`config.mk`:
```
export PLATFORM = sky130hd
export DESIGN_NAME = sb_transaction_parser
export DESIGN_NICKNAME = d
export VERILOG_FILES = /design/src/rtl/sb_transaction_parser.sv
export SDC_FILE = /design/constraint.sdc
export NUM_CORES = 1
export LEC_CHECK = 0
export ABC_CLOCK_PERIOD_IN_PS = 3300
export CORE_ASPECT_RATIO = 1.5
export CORE_MARGIN = 3
export CORE_UTILIZATION = 38
export CTS_CLUSTER_DIAMETER = 50
export DETAILED_ROUTE_END_ITERATION = 10
export GPL_ROUTABILITY_DRIVEN = 0
export HOLD_SLACK_MARGIN = 0.02
export PLACE_DENSITY_LB_ADDON = 0.1
export SLEW_MARGIN = 30
export SYNTH_ARGS = -nofsm -noshare
export SYNTH_HDL_FRONTEND = slang
export SYNTH_SLANG_ARGS = --single-unit
```
`constraint.sdc`:
```
create_clock -name sb_clk -period 3.3 [get_ports sb_clk]
set_input_delay 0.66 -clock sb_clk [delete_from_list [all_inputs] [get_ports sb_clk]]
set_output_delay 0.66 -clock sb_clk [all_outputs]
set_load 0.02 [all_outputs]
```
`src/rtl/sb_transaction_parser.sv`:
```
// -----------------------------------------------------------------------------
// sb_transaction_parser
//
// Parses the de-serialised sideband symbol stream (one byte per sbrx_vld
// strobe) into AT command/response transactions and LT transactions.
// DLE stuffing is removed and AT data bytes are buffered, up to MAX_BYTES.
// A completed AT is held on a valid/ready output register. A received LT is
// reported as a one-cycle event.
//
// Optional feature macro: SB_TIMEOUT_EN
//   defined   : a mid-frame idle counter aborts the frame after TIMEOUT_CYC
//               cycles without a symbol (trans_error pulse, back to IDLE).
//   undefined : no counter; the parser waits indefinitely.
//
// Ports
//   sb_clk       SB clock, all logic on rising edge
//   rst          synchronous reset, active-high
//   sbrx_vld     sbrx_sym carries a symbol this cycle
//   sbrx_sym     received symbol
//   crc_error    CRC verdict, sampled with the ETX symbol
//   tconnect     link connected (level)
//   tdisconnect  link disconnect request (level, highest priority)
//   crc_det_en   high on de-stuffed symbols STX..last CRC byte
//   t_valid      completed AT held on t_* outputs
//   t_ready      consumer accepts the held AT
//   t_is_resp    1 = response frame, 0 = command frame
//   t_write      write command (0 for responses)
//   t_read       read command (0 for responses)
//   t_address    header address byte
//   t_len        declared data byte count
//   t_payload    data, byte i at [8i+7:8i], unused bytes 0
//   lt_valid     one-cycle pulse: valid LT received
//   lt_lse       LSE[6:0] of the last valid LT
//   trans_error  one-cycle pulse: frame aborted
//   overflow     one-cycle pulse: completed AT dropped, output register busy
//   disconnect   high while in DISCONNECT
// -----------------------------------------------------------------------------
module sb_transaction_parser #(
    parameter int MAX_BYTES   = 8,
    parameter int LEN_W       = 7,
    parameter int TIMEOUT_CYC = 1024
) (
    input  logic                   sb_clk,
    input  logic                   rst,
    input  logic                   sbrx_vld,
    input  logic [7:0]             sbrx_sym,
    input  logic                   crc_error,
    input  logic                   tconnect,
    input  logic                   tdisconnect,
    output logic                   crc_det_en,
    output logic                   t_valid,
    input  logic                   t_ready,
    output logic                   t_is_resp,
    output logic                   t_write,
    output logic                   t_read,
    output logic [7:0]             t_address,
    output logic [LEN_W-1:0]       t_len,
    output logic [MAX_BYTES*8-1:0] t_payload,
    output logic                   lt_valid,
    output logic [6:0]             lt_lse,
    output logic                   trans_error,
    output logic                   overflow,
    output logic                   disconnect
);

    localparam int CNT_W = LEN_W + 1;
    localparam int PL_W  = MAX_BYTES * 8;

    localparam logic [7:0] SYM_DLE     = 8'hFE;
    localparam logic [7:0] SYM_STX_CMD = 8'h05;
    localparam logic [7:0] SYM_STX_RSP = 8'h04;
    localparam logic [7:0] SYM_ETX     = 8'h40;

    typedef enum logic [3:0] {
        S_DISC,
        S_IDLE,
        S_DLE1,
        S_LT,
        S_HDR_A,
        S_HDR_L,
        S_DATA,
        S_CRC0,
        S_CRC1,
        S_ETX
    } state_t;

    // Parser state
    state_t           state_q, state_d;
    logic             esc_q, esc_d;      // first DLE of a stuffed pair seen
    logic [CNT_W-1:0] cnt_q, cnt_d;      // data bytes received, saturating
    logic [LEN_W-1:0] len_q, len_d;
    logic [7:0]       addr_q, addr_d;
    logic             rw_q, rw_d;
    logic             resp_q, resp_d;
    logic [7:0]       lse_q, lse_d;
    logic [PL_W-1:0]  buf_q, buf_d;

    // Output register
    logic             t_valid_q;
    logic             t_is_resp_q;
    logic             t_write_q;
    logic             t_read_q;
    logic [7:0]       t_address_q;
    logic [LEN_W-1:0] t_len_q;
    logic [PL_W-1:0]  t_payload_q;
    logic             lt_valid_q;
    logic [6:0]       lt_lse_q;
    logic             trans_error_q;
    logic             overflow_q;

    // Per-cycle events from the parser
    logic             commit;
    logic             lt_hit;
    logic             err_pulse;
    logic             crc_en;
    logic             tmo_hit;
    logic [CNT_W-1:0] cnt_inc;

`ifdef SB_TIMEOUT_EN
    localparam int TMO_W = $clog2(TIMEOUT_CYC + 1);

    logic [TMO_W-1:0] tmo_q, tmo_d;

    // Counts idle cycles while a frame is in progress; any symbol restarts it.
    always_comb begin
        tmo_d   = '0;
        tmo_hit = 1'b0;
        if (!sbrx_vld && state_q != S_DISC && state_q != S_IDLE) begin
            if (tmo_q == TMO_W'(TIMEOUT_CYC - 1)) begin
                tmo_hit = 1'b1;
            end else begin
                tmo_d = tmo_q + TMO_W'(1);
            end
        end
    end

    always_ff @(posedge sb_clk) begin
        if (rst) begin
            tmo_q <= '0;
        end else begin
            tmo_q <= tmo_d;
        end
    end
`else
    assign tmo_hit = 1'b0;
`endif

    assign cnt_inc = (cnt_q == {CNT_W{1'b1}}) ? cnt_q : cnt_q + CNT_W'(1);

    always_comb begin
        state_d   = state_q;
        esc_d     = esc_q;
        cnt_d     = cnt_q;
        len_d     = len_q;
        addr_d    = addr_q;
        rw_d      = rw_q;
        resp_d    = resp_q;
        lse_d     = lse_q;
        buf_d     = buf_q;
        commit    = 1'b0;
        lt_hit    = 1'b0;
        err_pulse = 1'b0;
        crc_en    = 1'b0;

        if (state_q == S_DISC) begin
            if (tconnect && !tdisconnect) begin
                state_d = S_IDLE;
            end
        end else if (tdisconnect) begin
            // In-flight frame is silently dropped.
            state_d = S_DISC;
            esc_d   = 1'b0;
        end else if (tmo_hit) begin
            state_d   = S_IDLE;
            esc_d     = 1'b0;
            err_pulse = 1'b1;
        end else if (sbrx_vld) begin
            case (state_q)
                S_IDLE: begin
                    if (sbrx_sym == SYM_DLE) begin
                        state_d = S_DLE1;
                    end
                end
                S_DLE1: begin
                    if (sbrx_sym == SYM_STX_CMD || sbrx_sym == SYM_STX_RSP) begin
                        resp_d  = (sbrx_sym == SYM_STX_RSP);
                        cnt_d   = '0;
                        buf_d   = '0;
                        esc_d   = 1'b0;
                        crc_en  = 1'b1;
                        state_d = S_HDR_A;
                    end else if (sbrx_sym == SYM_DLE) begin
                        // DLE is checked before LSE because 8'hFE has bit7 set.
                        state_d = S_DLE1;
                    end else if (sbrx_sym[7]) begin
                        lse_d   = sbrx_sym;
                        state_d = S_LT;
                    end else begin
                        state_d = S_IDLE;
                    end
                end
                S_LT: begin
                    if (sbrx_sym == ~lse_q) begin
                        lt_hit = 1'b1;
                    end else begin
                        err_pulse = 1'b1;
                    end
                    state_d = S_IDLE;
                end
                S_ETX: begin
                    if (!esc_q) begin
                        if (sbrx_sym == SYM_DLE) begin
                            esc_d = 1'b1;
                        end else begin
                            err_pulse = 1'b1;
                            state_d   = S_IDLE;
                        end
                    end else begin
                        esc_d   = 1'b0;
                        state_d = S_IDLE;
                        if (sbrx_sym == SYM_ETX && !crc_error) begin
                            commit = 1'b1;
                        end else begin
                            err_pulse = 1'b1;
                        end
                    end
                end
                S_HDR_A, S_HDR_L, S_DATA, S_CRC0, S_CRC1: begin
                    if (!esc_q && sbrx_sym == SYM_DLE) begin
                        esc_d = 1'b1;
                    end else if (esc_q && sbrx_sym != SYM_DLE) begin
                        esc_d     = 1'b0;
                        err_pulse = 1'b1;
                        state_d   = S_IDLE;
                    end else begin
                        // A de-stuffed byte: either a plain byte or DLE DLE -> 8'hFE.
                        esc_d  = 1'b0;
                        crc_en = 1'b1;
                        case (state_q)
                            S_HDR_A: begin
                                addr_d  = sbrx_sym;
                                state_d = S_HDR_L;
                            end
                            S_HDR_L: begin
                                rw_d  = sbrx_sym[7];
                                len_d = sbrx_sym[LEN_W-1:0];
                                if ({1'b0, sbrx_sym[LEN_W-1:0]} > CNT_W'(MAX_BYTES)) begin
                                    err_pulse = 1'b1;
                                    state_d   = S_IDLE;
                                end else if (sbrx_sym[LEN_W-1:0] == '0) begin
                                    state_d = S_CRC0;
                                end else begin
                                    state_d = S_DATA;
                                end
                            end
                            S_DATA: begin
                                for (int i = 0; i < MAX_BYTES; i++) begin
                                    if (cnt_q == CNT_W'(i)) begin
                                        buf_d[i*8 +: 8] = sbrx_sym;
                                    end
                                end
                                cnt_d = cnt_inc;
                                if (cnt_inc == {1'b0, len_q}) begin
                                    state_d = S_CRC0;
                                end
                            end
                            S_CRC0:  state_d = S_CRC1;
                            default: state_d = S_ETX;
                        endcase
                    end
                end
                default: state_d = state_q;
            endcase
        end
    end

    always_ff @(posedge sb_clk) begin
        if (rst) begin
            state_q <= S_DISC;
            esc_q   <= 1'b0;
            cnt_q   <= '0;
            len_q   <= '0;
            addr_q  <= '0;
            rw_q    <= 1'b0;
            resp_q  <= 1'b0;
            lse_q   <= '0;
            buf_q   <= '0;
        end else begin
            state_q <= state_d;
            esc_q   <= esc_d;
            cnt_q   <= cnt_d;
            len_q   <= len_d;
            addr_q  <= addr_d;
            rw_q    <= rw_d;
            resp_q  <= resp_d;
            lse_q   <= lse_d;
            buf_q   <= buf_d;
        end
    end

    // Output register: independent of parser state, only rst clears it.
    always_ff @(posedge sb_clk) begin
        if (rst) begin
            t_valid_q     <= 1'b0;
            t_is_resp_q   <= 1'b0;
            t_write_q     <= 1'b0;
            t_read_q      <= 1'b0;
            t_address_q   <= '0;
            t_len_q       <= '0;
            t_payload_q   <= '0;
            lt_valid_q    <= 1'b0;
            lt_lse_q      <= '0;
            trans_error_q <= 1'b0;
            overflow_q    <= 1'b0;
        end else begin
            trans_error_q <= err_pulse;
            lt_valid_q    <= lt_hit;
            overflow_q    <= 1'b0;
            if (lt_hit) begin
                lt_lse_q <= lse_q[6:0];
            end
            if (commit) begin
                if (t_valid_q && !t_ready) begin
                    overflow_q <= 1'b1;
                end else begin
                    // Either empty, or the held AT is accepted on this same edge.
                    t_valid_q   <= 1'b1;
                    t_is_resp_q <= resp_q;
                    t_write_q   <= !resp_q && rw_q;
                    t_read_q    <= !resp_q && !rw_q;
                    t_address_q <= addr_q;
                    t_len_q     <= len_q;
                    t_payload_q <= buf_q;
                end
            end else if (t_valid_q && t_ready) begin
                t_valid_q <= 1'b0;
            end
        end
    end

    assign crc_det_en  = crc_en;
    assign t_valid     = t_valid_q;
    assign t_is_resp   = t_is_resp_q;
    assign t_write     = t_write_q;
    assign t_read      = t_read_q;
    assign t_address   = t_address_q;
    assign t_len       = t_len_q;
    assign t_payload   = t_payload_q;
    assign lt_valid    = lt_valid_q;
    assign lt_lse      = lt_lse_q;
    assign trans_error = trans_error_q;
    assign overflow    = overflow_q;
    assign disconnect  = (state_q == S_DISC);

endmodule

```
* After elaboration in Yosys (flattened, before gate mapping)
Index checks and enable logic that the tools add are counted. W data, S select, Z words.
Storage, ports and cells: register bits after elaboration 195, input bits 15, output and inout bits 95, word-level logic and storage cells 200
Cells by class: add/sub/neg operators 1, $lt $le $gt $ge 1, equal/unequal tests 43, multiplexer cells 74, bitwise logic cells 10, reduce and logical (&&, ||, !) cells 44
Operators with widths (count):
- $mux W64 | 4
- $pmux W64 S2 | 1
- $mux W8 | 13
- $reduce_and A9 Y1 | 8
- $eq A8 B3 Y1 const B | 6
- $mux W4 | 10
- $mux W1 | 36
- $reduce_and A7 Y1 | 4
- $ne A2 B2 Y1 const B | 13
- $pmux W4 S5 | 1
- $eq A4 B3 Y1 const B | 4
- $eq A8 B2 Y1 const B | 2
- $eq A8 B8 Y1 const B | 2
- $pmux W4 S4 | 1
- $pmux W8 S2 | 1
- $not A1 Y1 | 9
- $add A8 B1 Y8 const B | 1
- $eq A4 B2 Y1 const B | 2
- $eq A4 B4 Y1 const B | 2
- $eq A8 B1 Y1 const B | 1
- $eq A8 B7 Y1 | 1
- $eq A8 B7 Y1 const B | 1
- $eq A8 B8 Y1 | 1
- $logic_and A1 B1 Y1 | 8
- other kinds (29) | 41

* Logic depth before layout (Yosys ltp)
Gate-level depths: netlist of run 1.
depth in word-level cells 11, depth in mapped cells 11, depth with buffers taken out 9

* Worst setup path after synthesis of run 1
Ideal clock, no wire load.
path kind input-to-reg, start point input port sbrx_sym[5], end point register buf_q[6], library setup time 0.128 ns, arrival 2.742 ns, required time 3.172 ns, setup slack 0.430 ns, stages 10, buffers on the path 2, path through buf_2 -> and4_1 -> nand4_1 -> ha_1 -> o21ai_0 -> nand4_4 -> buf_2 -> nor2_8 -> mux2i_1 -> nor2_1
On the way: cells in the longest elaborated chain, start to end 4, elaborated cells on any way between the ends 11, classes of those cells 7 x eq/ne; 4 x reduce/logical
RTL lines:
- start, declared | RTL line 46 | input logic [7:0] sbrx_sym,
- $ne A8 B8 Y1 (tied with other cells) | RTL line 231 | end else if (esc_q && sbrx_sym != SYM_DLE) begin
- $logic_and A1 B1 Y1 (tied with other cells) | RTL line 231
- $ne A2 B2 Y1 (no source line)
- $reduce_and A9 Y1 (no source line) (*)
- end signal, assigned | RTL line 297 | buf_q <= buf_d;
- end, declared | RTL line 96 | logic [PL_W-1:0] buf_q, buf_d;
Mark *: on every way between the ends. The rest lies on a longest branch, timed or not. A chain may end at the register's enable or synchronous reset.

* Final worst setup path of run 1
start point input port sbrx_sym[5], end point output port crc_det_en
On the way: cells in the longest elaborated chain, start to end 8, elaborated cells on any way between the ends 14, classes of those cells 4 x eq/ne; 7 x mux; 3 x reduce/logical
RTL lines:
- $ne A8 B8 Y1 | RTL line 231
- $logic_and A1 B1 Y1 | RTL line 231
- $mux W1 | RTL line 231
- $mux W1 | RTL line 229 | if (!esc_q && sbrx_sym == SYM_DLE) begin
- $pmux W1 S2 (*) | RTL line 178 | case (state_q)
- $mux W1 (*) | RTL line 177 | end else if (sbrx_vld) begin
- $mux W1 (*) | RTL line 169 | end else if (tdisconnect) begin
- $mux W1 (*) | RTL line 165 | if (state_q == S_DISC) begin
- end, declared | RTL line 50 | output logic crc_det_en,
Marks and branches as above.

==> results of run 1 <==
==> critical path, cell delays in order <==
cell             delay, ns
clkdlybuf4s50_1       0.43
and4_1                0.22
nand4_1               0.12
inv_1                 0.06
ha_1                  0.29
nand2b_1              0.06
a21oi_1               0.18
dlygate4sd2_1         0.35
==> cells by family (layout without fill, tap and decap cells) <==
family / after synthesis / after routing / share of synthesized area
flops: 195 / 195 / 0.4824
simple gates: 403 / 403 / 0.2285
xor+xnor: 16 / 16 / 0.01732
fa+ha+maj: 6 / 6 / 0.009278
mux: 93 / 93 / 0.1150
buf+inv: 80 / 198 / 0.03866
compound gates: 157 / 157 / 0.1087
==> worst max path at each step <==
stage,from,to,slack (ns),depth (start not counted)
after floorplan,sbrx_sym[5],buf_q[6],0.43,10
after global placement,sbrx_sym[2],crc_det_en,-0.02,8
after detailed placement,sbrx_sym[2],crc_det_en,-0.03,8
after CTS,sbrx_sym[2],crc_det_en,0.24,8
after global routing,sbrx_sym[2],crc_det_en,0.14,8
final,sbrx_sym[5],crc_det_en,0.27,8
==> placed cells by master, fill, tap and decap left out, types with 3 or more instances in the layout <==
cell type        Yosys  final
nor2_4               7      7
or2_2                3      3
clkdlybuf4s50_1      0    107
dfxtp_1            195    195
buf_12               0     12
xnor2_1             13     13
clkbuf_16            0     17
inv_1               10     10
nor2b_1             14     11
inv_8                0      3
ha_1                 6      6
a21oi_1            111    111
and3_1               5      5
or4_1                4      4
o21ai_0             10     10
xor2_1               3      3
nand2_1            170    170
a211oi_1             4      4
and2_1               3      3
nor2_1             132    132
clkinv_4             0      3
and4_1               4      4
nor4_1               4      4
nand4_1             11     11
nand3_1              6      6
nor3b_1              4      4
mux2i_1             93     93
buf_4                0     35
bufinv_16            0      4
o31ai_1              4      4
nor3_1              14     14
or3_1                4      4
nand2b_1             9      9
a31oi_1              9      9
==> sequential cells by signal, summed over array words and instances, names as in the netlist, 4 cells and up <==
signal and flops:
cnt_q 8, buf_q 64, addr_q 8, state_q 4
t_len 7, lse_q 8, t_address 8, t_payload 64
len_q 7, lt_lse 7
==> metal layers <==
layer,routed length [microns],vias up,global-route usage,share of wire
li1,-,3419,-,-
met1,9548,3211,0.2383,0.43
met2,11200,136,0.3394,0.51
met3,815,31,0.03653,0.037
met4,563,0,0.06858,0.025
met5,0,-,0,0
==> power groups by stage <==
stage               clock network (mW)  logic [mW]  registers, mW
detailed placement                   0       0.265           2.42
global route                      2.43       0.288           2.37
finish                            2.28       0.266           2.37
global placement                     0       0.266           2.42
CTS                               2.33       0.266           2.37
floorplan                            0       0.165           2.42
==> cell type report <==
type                            count  area share
Timing Repair Buffer              156      0.1532
Inverter                           10    0.003608
Tap cell                          264     0.03175
Clock buffer                       17     0.04089
Sequential cell                   195      0.3753
Multi-Input combinational cell    675      0.3737
Clock inverter                     15     0.02153
==> stage by stage <==
stage / power, mW / setup TNS, ns
2_1_floorplan: 2.581 / 0
3_3_place_gp: 2.690 / -0.2280
3_5_place_dp: 2.688 / -0.03969
6_report: 4.913 / 0
4_1_cts: 4.964 / 0
5_1_grt: 5.085 / 0
==> impl_metrics.tcl, run 1 <==
set metrics [dict create \
    fin_hold_ws_ns 0.4485 \
    ant_nets 0 \
    max_freq_mhz 329.7 \
    p_per_area_nw_per_um2 472.3 \
    initial_core_util 0.3917 \
    holdPathEnd "t_len[2]" \
    design_area_sq_um 10400 \
    cts_resized 1 \
    rr_startpoint "cnt_q[0]" \
    slew_violations 0 \
    reg2reg_slack_ns 0.63 \
    synth_top_cell_area_share 0.4824 \
    p_clk_frac 0.464 \
    place_ws_ns -0.03032 \
    drc 0 \
    holdBufCountCts 0 \
    power.internal_mw 3.759 \
    syn_area_sq_um 8092 \
    finalWirelength_microns 22130 \
    swShare 0.2349 \
    min_path_type "register to register" \
    ys_warn_count 0 \
    synthArstFlopShare 0 \
    nets 1076 \
    antenna_found_initial 0 \
    worst_pin_slew_ns 0.9140 \
    worstPathMaxFanout 2 \
    port_buffers 109 \
    root_buffer "clkbuf_16" \
    first_iter_violations 390 \
    seq_area_sq_um 3904 \
    core-area_sq_um 20660 \
    rsz0062_at_grt "false" \
    arrival_ns 2.37 \
    final_util 0.5035 \
    firstDrtPassIters 4 \
    vdd_drop_max_uv 316.0 \
    p_comb_frac 0.054 \
    hpwl_microns 14610 \
    min_from "t_len[2]" \
    ys_ff_latch 195 \
    instances_no_fill 1332 \
    path_clk_slew_ns 0.07 \
    io_pins 110 \
    synth_edf_count 0 \
    area_growth_pct 28.56 \
    layout_min_cycle_time_ns 3.033 \
    switchingPower_mw 1.154 \
    r2r-end "state_q[2]" \
    die_area_sq_um 23120 \
    die_x_microns 125.1 \
    setup_ws_ns 0.2674 \
    hold_depth 2 \
    cts_htree_levels 4 \
    synth.avg_cell_area_sq_um 8.517 \
    p_seq_frac 0.482 \
    cts_sinks 195 \
    grt_pass1_vias 6735 \
    netlist_instances 950 \
    insertedDiodeCount 0 \
    maxCapViolations 0 \
    multi_input_area_sq_um 3887 \
    grt_max_degree 121 \
    clock_skew_ns 0.01072 \
    wl_per_cell_microns 16.61 \
    place_area_sq_um 9752 \
    end_kind "output pin" \
    grtUsageTotal 0.1938 \
    required_ns 2.64 \
    row_count 64 \
    ys_top_cells_by_count "dfxtp_1 (195), nand2_1 (170), nor2_1 (132)" \
    hold_violations 0 \
    dp_cells 1300 \
    clock_latency_ns 0.43 \
    crit_type "input port to output pin" \
    synth.top_cells.by_area "dfxtp_1 (48%), mux2i_1 (12%), nand2_1 (7.9%)" \
    drt-vias-per-instance 5.103 \
    final.fill_count 2021 \
    grt_overflow_total 0 \
    finalCritPeriodShare 0.9190 \
    slew_headroom 0.3907 \
    drive_gt1_frac 0.09363 \
    p_leak_nw 3.587 \
    vias 6797 \
    syn_nets 971 \
    die_y_microns 184.7 \
    setup_viol 0 \
    synth_top_flop_cell "dfxtp_1" \
    synth_most_common_cell "dfxtp_1" \
    status "completed" \
    grt_first_pass_wirelength_microns 36090 \
    synthDominantAreaCellType "dfxtp_1" \
    cts_tree "built" \
    yosysSeqAreaShare 0.4824 \
    yosysUniqueCellTypes 53 \
    numCtsBuffers 17 \
    start_kind "input port" \
    post_cts_buffers 0 \
    clock_path_buffers 2 \
    worstRegToRegCells 7 \
]
(Power assumes the default switching activity.)
==> inputs of run 2 (changes only) <==
ABC_CLOCK_PERIOD_IN_PS = 3000   (was 3300)
CTS_CLUSTER_SIZE = 24   (was default)
clock period = 3 ns   (was 3.3 ns; I/O delays follow)
==> impl_metrics.tcl, run 2 (same netlist as run 1, synthesis figures left out) <==
set metrics [dict create \
    ant_nets 0 \
    required_ns 2.40 \
    grt_overflow_total 0 \
    grt_first_pass_wirelength_microns 35760 \
    io_pins 110 \
    nets 1088 \
    post_cts_buffers 0 \
    grt_pass1_vias 6822 \
    finalWirelength_microns 22030 \
    die_x_microns 125.1 \
    initial_core_util 0.3917 \
    end_kind "output pin" \
    p_leak_nw 3.633 \
    multi_input_area_sq_um 3890 \
    rr_startpoint "cnt_q[0]" \
    design_area_sq_um 10490 \
    max_freq_mhz 353.4 \
    finalCritPeriodShare 0.9433 \
    path_clk_slew_ns 0.07 \
    start_kind "input port" \
    min_path_type "register to register" \
    root_buffer "clkbuf_16" \
    vias 6752 \
    cts_tree "built" \
    area_growth_pct 29.58 \
    numCtsBuffers 17 \
    first_iter_violations 422 \
    cts_sinks 195 \
    worstRegToRegCells 7 \
    hpwl_microns 14920 \
    clock_path_buffers 2 \
    row_count 64 \
    grt_max_degree 118 \
    worst_pin_slew_ns 0.8835 \
    seq_area_sq_um 3904 \
    place_area_sq_um 9842 \
    drc 0 \
    worstPathMaxFanout 3 \
    layout_min_cycle_time_ns 2.830 \
    final_common_cell "dfxtp_1" \
    arrival_ns 2.23 \
    crit_start "sbrx_sym[2]" \
    antenna_found_initial 0 \
    r2r-end "state_q[2]" \
    clock_skew_ns 0.01038 \
    grtUsageTotal 0.1929 \
    die_area_sq_um 23120 \
    drive_gt1_frac 0.1046 \
    clock_latency_ns 0.43 \
    reg2reg_slack_ns 0.63 \
    cp-endpoint "crc_det_en" \
    firstDrtPassIters 4 \
    final_cell_mix "dfxtp_1 (195), nand2_1 (170), nor2_1 (132)" \
    slew_violations 0 \
    insertedDiodeCount 0 \
    crit_type "input port to output pin" \
    rsz0062_at_grt "false" \
    setup_tns_ns 0 \
    hold_violations 0 \
    status "completed" \
    final_util 0.5075 \
    final.fill_count 2008 \
    core-area_sq_um 20660 \
    drt-vias-per-instance 5.024 \
    vdd_drop_max_uv 351.2 \
    port_buffers 109 \
    slew_headroom 0.4110 \
    die_y_microns 184.7 \
    wl_per_cell_microns 16.39 \
    maxCapViolations 0 \
    setup_viol 0 \
    cts_htree_levels 4 \
    p_per_area_nw_per_um2 512.4 \
]
-- run 2: metal layers --
layer  up-vias  routed length (microns)  GRT usage  part of all wire
li1       3441                        -          -                 -
met1      3166                     9609     0.2377              0.44
met2       120                    11140     0.3374              0.51
met3        25                      813    0.03798             0.037
met4         0                      465    0.06597             0.021
met5         -                        0          0                 0
-- run 2: where the power goes --
group / internal (mW) / total, mW / switching (mW)
clock: 1.47 / 2.47 / 0.996
sequential: 2.59 / 2.60 / 0.0105
combinational: 0.123 / 0.304 / 0.180
total: 4.19 / 5.37 / 1.19
-- run 2: through the flow --
step           power (mW)  setup slack (ns)  hold slack (ns)  std cells
2_1_floorplan       2.839            0.1903           0.4357        950
3_3_place_gp        2.968           -0.2113           0.4374       1312
3_5_place_dp        2.967           -0.2466           0.4437       1312
4_1_cts             5.437           0.03133           0.4535       1344
5_1_grt             5.575           0.08622           0.4673       1344
6_report            5.373            0.1702           0.4501       1344
-- run 2: area by class of cell --
class,count,share of cell area
tap,264,0.03150
timing repair buffer,168,0.1603
sequential,195,0.3723
multi-input combinational,675,0.3710
clock inverter,11,0.01647
clock buffer,21,0.04487
inverter,10,0.003580
-- run 2: how the worst min path moves through the flow --
stage / endpoint / start / slack, ns / cells past startpoint
6_report: t_payload[58] / t_payload[58] / 0.45 / 2
5_1_grt: t_payload[1] / t_payload[1] / 0.47 / 2
3_3_place_gp: t_len[1] / t_len[1] / 0.44 / 2
4_1_cts: t_payload[58] / t_payload[58] / 0.45 / 2
2_1_floorplan: t_payload[0] / buf_q[0] / 0.44 / 2
3_5_place_dp: t_payload[58] / t_payload[58] / 0.44 / 2
-- run 2: worst max-delay path: stages --
cell             delay (ns)
clkdlybuf4s50_1        0.48
and4_1                 0.19
nand4_1                0.14
inv_1                  0.08
ha_1                   0.30
nand2b_1               0.06
a21oi_1                0.18
clkbuf_2               0.20
-- run 2: timing repair --
action / CTS / global route
pin swaps: 0 / 0
resized for setup: 1 / 2
gates cloned: 0 / 0
hold buffers: 0 / 0
setup endpoints to repair: 1 / 1
